### config.mk
export PLATFORM = sky130hd
export DESIGN_NAME = sevenseg_scan
export DESIGN_NICKNAME = d
export VERILOG_FILES = /design/src/rtl/sevenseg_pkg.sv /design/src/rtl/sevenseg_font.sv /design/src/rtl/sevenseg_scan.sv
export SDC_FILE = /design/constraint.sdc
export NUM_CORES = 1
export LEC_CHECK = 0
export ABC_AREA = 1
export BUFFER_PORTS_ARGS = -buffer_cell sky130_fd_sc_hd__buf_2
export CORE_MARGIN = 3
export CORE_UTILIZATION = 57
export CTS_CLUSTER_SIZE = 30
export DETAILED_ROUTE_END_ITERATION = 12
export GPL_TIMING_DRIVEN = 0
export PLACE_DENSITY = 0.8
export RECOVER_POWER = 100
export SETUP_SLACK_MARGIN = 0.02
export SLEW_MARGIN = 10
export SYNTH_ARGS = -nofsm -noshare
export SYNTH_HDL_FRONTEND = slang
export SYNTH_SLANG_ARGS = --single-unit
### constraint.sdc
create_clock -name clk -period 3.8 [get_ports clk]
set_clock_uncertainty 0.1 [all_clocks]
set_input_delay 0.38 -clock clk [delete_from_list [all_inputs] [get_ports clk]]
set_output_delay 0.38 -clock clk [all_outputs]
set_load 0.03 [all_outputs]
### src/rtl/sevenseg_pkg.sv
// Shared types and constants for the seven-segment scan driver.
// Font is active-high with segment a in bit 0.
package sevenseg_pkg;

  typedef logic [6:0] seg_t;

  localparam seg_t SEG_OFF_AL = 7'h7F;
  localparam seg_t SEG_OFF_AH = 7'h00;

  localparam seg_t FONT [16] = '{
    7'h3F, 7'h06, 7'h5B, 7'h4F, 7'h66, 7'h6D, 7'h7D, 7'h07,
    7'h7F, 7'h67, 7'h77, 7'h7C, 7'h58, 7'h5E, 7'h79, 7'h71
  };

endpackage

### src/rtl/sevenseg_font.sv
// Combinational hex nibble to active-high seven-segment glyph lookup.
module sevenseg_font
  import sevenseg_pkg::*;
(
  input  logic [3:0] nibble,
  output seg_t       glyph
);

  assign glyph = FONT[nibble];

endmodule

### src/rtl/sevenseg_scan.sv
// Time-multiplexed hex seven-segment driver with shadowed value/dp and registered outputs.
// Optional leading-zero blanking when SEVENSEG_LZ_BLANK_EN is defined.
module sevenseg_scan
  import sevenseg_pkg::*;
#(
  parameter int NUM_DIGITS     = 4,
  parameter int SCAN_DIV       = 50000,
  parameter int SEG_ACTIVE_LOW = 1,
  parameter int DIG_ACTIVE_LOW = 0
) (
  input  logic                    clk,
  input  logic                    reset,
  input  logic [4*NUM_DIGITS-1:0] value,
  input  logic [NUM_DIGITS-1:0]   dp_in,
  input  logic                    load,
  output logic [6:0]              segments,
  output logic                    dp,
  output logic [NUM_DIGITS-1:0]   digit_en,
  output logic                    frame_tick
);

  localparam int IW = (NUM_DIGITS > 1) ? $clog2(NUM_DIGITS) : 1;
  localparam int CW = (SCAN_DIV > 1) ? $clog2(SCAN_DIV) : 1;
  localparam logic [IW-1:0] LAST_IDX = IW'(NUM_DIGITS - 1);
  localparam logic [CW-1:0] LAST_CNT = CW'(SCAN_DIV - 1);
  localparam seg_t SEG_OFF = (SEG_ACTIVE_LOW != 0) ? SEG_OFF_AL : SEG_OFF_AH;
  localparam logic DP_OFF = (SEG_ACTIVE_LOW != 0);
  localparam logic [NUM_DIGITS-1:0] DIG_OFF = (DIG_ACTIVE_LOW != 0) ? '1 : '0;

  logic [CW-1:0]           cnt_q, cnt_d;
  logic [IW-1:0]           idx_q, idx_d;
  logic [4*NUM_DIGITS-1:0] val_q, val_d;
  logic [NUM_DIGITS-1:0]   dps_q, dps_d;
  seg_t                    seg_q, seg_d;
  logic                    dp_q, dp_d;
  logic [NUM_DIGITS-1:0]   dig_q, dig_d;
  logic                    tick_q, tick_d;
  logic                    wrap_q, wrap_d;

  logic                    tc;
  logic [3:0]              nib;
  logic                    dp_sel;
  logic [NUM_DIGITS-1:0]   onehot;
  seg_t                    glyph;
  seg_t                    seg_lit;

  always_comb begin
    tc     = (cnt_q == LAST_CNT);
    cnt_d  = tc ? '0 : cnt_q + 1'b1;
    idx_d  = idx_q;
    if (tc) idx_d = (idx_q == LAST_IDX) ? '0 : idx_q + 1'b1;
    // wrap_q marks the cycle after the wrap edge, so the registered tick
    // lines up with the first registered digit-0 select.
    wrap_d = tc && (idx_q == LAST_IDX);
    val_d  = load ? value : val_q;
    dps_d  = load ? dp_in : dps_q;
  end

  always_comb begin
    nib    = '0;
    dp_sel = 1'b0;
    onehot = '0;
    for (int unsigned i = 0; i < NUM_DIGITS; i++) begin
      if (idx_q == IW'(i)) begin
        nib       = val_q[4*i +: 4];
        dp_sel    = dps_q[i];
        onehot[i] = 1'b1;
      end
    end
  end

  sevenseg_font u_font (
    .nibble (nib),
    .glyph  (glyph)
  );

`ifdef SEVENSEG_LZ_BLANK_EN
  logic upper_zero;
  logic blank;

  // Walk from the top digit down; a digit blanks only while everything at or above it is empty.
  always_comb begin
    upper_zero = 1'b1;
    blank      = 1'b0;
    for (int unsigned j = 0; j + 1 < NUM_DIGITS; j++) begin
      upper_zero = upper_zero && (val_q[4*(NUM_DIGITS-1-j) +: 4] == 4'h0)
                              && !dps_q[NUM_DIGITS-1-j];
      if (idx_q == IW'(NUM_DIGITS - 1 - j)) blank = upper_zero;
    end
    seg_lit = blank ? '0 : glyph;
  end
`else
  assign seg_lit = glyph;
`endif

  always_comb begin
    seg_d  = (SEG_ACTIVE_LOW != 0) ? ~seg_lit : seg_lit;
    dp_d   = (SEG_ACTIVE_LOW != 0) ? ~dp_sel : dp_sel;
    dig_d  = (DIG_ACTIVE_LOW != 0) ? ~onehot : onehot;
    tick_d = wrap_q;
  end

  always_ff @(posedge clk) begin
    if (reset) begin
      cnt_q  <= '0;
      idx_q  <= '0;
      val_q  <= '0;
      dps_q  <= '0;
      seg_q  <= SEG_OFF;
      dp_q   <= DP_OFF;
      dig_q  <= DIG_OFF;
      tick_q <= 1'b0;
      wrap_q <= 1'b0;
    end else begin
      cnt_q  <= cnt_d;
      idx_q  <= idx_d;
      val_q  <= val_d;
      dps_q  <= dps_d;
      seg_q  <= seg_d;
      dp_q   <= dp_d;
      dig_q  <= dig_d;
      tick_q <= tick_d;
      wrap_q <= wrap_d;
    end
  end

  assign segments   = seg_q;
  assign dp         = dp_q;
  assign digit_en   = dig_q;
  assign frame_tick = tick_q;

endmodule

==> key figures <==
Run status
  – Status: complete, no violations

Clocking
  – Clk slew on worst S/H paths: 0.09 ns
  – Postcts setup bufs: 0
  – CTS root buffer: clkbuf_8
  – Post-CTS sizing: 0
  – CTS tree: yes
  – H-Tree Depth: 2
  – Post-CTS Hold Fix Bufs: 0
  – # clock sinks: 52
  – CTS max path bufs: 2
  – Cts bufs inserted: 5
  – Insertion delay to the later sink of the worst-skew pair: 0.30 ns

Pwr
  – Power per cell area: 371 nW/um^2
  – Total power: 1.02 mW
  – Lkg Pwr: 1.18 nW
  – Worst vdd ir: 0.000228 V

Detailed routing
  – Via count: 2,235
  – Post-DRT Antenna Nets: 0
  – Iter 0 DRT Violations: 142
  – Routed Wire Length: 5.23 mm
  – Routed len/inst: 12.2 um
  – Drt via density: 5.22
  – Residual DRC: 0
  – Drt first pass iters: 4

Setup path
  – CP max FO: 10
  – RR Startpoint: idx_q[0]
  – Critical path arrival: 2.72 ns
  – Crit end category: register
  – Critical Path Source Type: register
  – Reg-to-reg endpoint: segments[1]
  – Reg2Reg Depth: 10
  – Crit path launch: idx_q[0]
  – Flop-to-flop setup slack: 1.18 ns
  – CP required: 3.90 ns
  – Crit Path Class: register to register

Timing
  – Post-layout min period: 2.62 ns
  – RSZ-0062 raised after global routing: false
  – Post-Route Setup TNS: 0 ns
  – Worst Tran Pin Value: 0.563 ns
  – Slew headroom: 0.621
  – Slew Viols, Final: 0
  – Final hold vios: 0
  – Setup violations, final: 0
  – FMAX: 382 MHz
  – Fin crit share: 0.690

GRT
  – GR Overflow Total: 0
  – Global-route wire length before repair: 8.94 mm
  – Largest net degree at the start of global routing: 16
  – Total GRT Usage: 0.213
  – Vias in the first global route: 2,138
  – Antenna violations before repair: 0

Placement
  – Buffers on Ports: 34
  – Gpl congestion: 0.852
  – Post-DP HPWL: 3.92 mm

Floorplanning
  – Die W: 72.0 um
  – Starting density of the core: 0.604
  – Die height: 72.0 um
  – CORE AREA: 4120 um^2
  – Full die area: 5190 um^2
  – # IOs: 36
  – # rows: 23

Flow run
  – Maxcap violations: 0

Yosys
  – Syn Area/Cell: 7.39 um^2
  – Mapped Area: 2480 um^2
  – Ys Warns: 0
  – Seq/Total Area, Yosys: 0.419
  – Post-synthesis cell type count: 32
  – Post-synth ARST share: 0
  – EDFF count, synth: 0
  – Most common flop cell mapped by yosys: dfxtp_1
  – Syn nets: 370
  – #FFs+latches synth: 52
  – Syn Inst Count: 336

Min path
  – HP Start: value[12]
  – Hold path cells: 3
  – Hold endpoint: val_q[12]
  – HP Class: input port to register

Finish
  – Fill count: 381
  – Leading cell type in the layout, fill and taps excluded: nand2_1
  – Synth-to-layout area growth: 10.9%
  – ANT cells: 0
  – Share of post-route cells with drive strength above 1: 0.127
  – Nets@finish: 411
  – Most frequent cells in the layout: nand2_1, nor2_1, dfxtp_1
==> cells by family (layout without fill, tap and decap cells) <==
logic type                 Yosys count  after routing  share of synthesized area
and+or+nand+nor                    168            168                      0.321
AOI/OAI and AO/OA                   52             52                      0.110
DFF                                 52             52                      0.419
buffers and inverters               51             93                     0.0871
adders and majority gates           11             11                     0.0554
xor gates and xnor gates             2              2                    0.00705
==> cell type report <==
| type | instances | area (um^2) | area share |
|---|---|---|---|
| clock inverter | 2 | 10.0 | 0.00363 |
| tap | 50 | 62.6 | 0.0227 |
| buffer | 10 | 45.0 | 0.0163 |
| timing repair buffer | 34 | 153 | 0.0554 |
| clock buffer | 6 | 82.6 | 0.0300 |
| sequential | 52 | 1040 | 0.378 |
| multi-input combinational | 233 | 1210 | 0.438 |
| inverter | 41 | 154 | 0.0559 |
==> worst max-delay path: stages, from the launching register on <==
cell and delay (ns):
dfxtp_1 0.41, ha_1 0.17, clkbuf_1 0.36, inv_1 0.15, o21ai_0 0.49, inv_1 0.17
ha_1 0.29, nand3_1 0.13, nor2_1 0.06, nor2_1 0.11, nand2_1 0.07
==> through the flow <==
stage,area [um^2],std cells,utilization,hold slack (ns),setup slack [ns]
floorplan,2480,336,-,0.288,1.77
global placement,2720,420,0.660,0.317,1.55
detailed placement,2720,420,0.660,0.309,1.50
CTS,2810,428,0.683,0.193,1.47
global route,2760,428,0.670,0.207,0.942
finish,2760,428,0.670,0.195,1.18
==> synthesized netlist by cell type, types with 4 or more instances <==
cell	instances	share of area
nand2_1	57	0.086
dfxtp_1	52	0.42
nor2_1	51	0.077
inv_1	37	0.056
nand3_1	27	0.054
a21oi_1	25	0.050
o21ai_0	23	0.046
ha_1	11	0.055
nand2_2	6	0.015
nand4_1	5	0.013
nand2_4	4	0.018
nor3_1	4	0.0081
==> report_power, final <==
group	leakage (nW)	switching, mW	internal [mW]	total (mW)
Sequential	0.428	0.0106	0.570	0.581
Combinational	0.701	0.0808	0.0391	0.120
Clock	0.0510	0.176	0.146	0.321
Total	1.18	0.267	0.755	1.02
==> sequential cells by signal (all words and copies together), names as in the netlist <==
| signal | flops |
|---|---|
| dps_q | 4 |
| segments | 7 |
| idx_q | 2 |
| tick_d | 1 |
| cnt_q | 16 |
| dp | 1 |
| val_q | 16 |
| frame_tick | 1 |
| digit_en | 4 |
==> routing by layer <==
layer / global-route usage / part of all wire / wire length (um) / vias to the layer above
met5: 0 / 0 / 0 / -
met4: 0.0856 / 0.012 / 64 / 0
met3: 0.0319 / 0.051 / 267 / 7
met1: 0.272 / 0.46 / 2390 / 1022
met2: 0.362 / 0.48 / 2510 / 54
li1: - / - / - / 1152
==> how the worst max path moves through the flow <==
| stage | to | slack [ns] | cells after the start |
|---|---|---|---|
| after global routing | segments[3] | 0.94 | 10 |
| after detailed placement | segments[1] | 1.50 | 13 |
| after floorplan | segments[1] | 1.77 | 12 |
| after CTS | segments[1] | 1.47 | 13 |
| final | segments[1] | 1.18 | 10 |
| after global placement | segments[1] | 1.55 | 10 |
(Power assumes the default switching activity.)
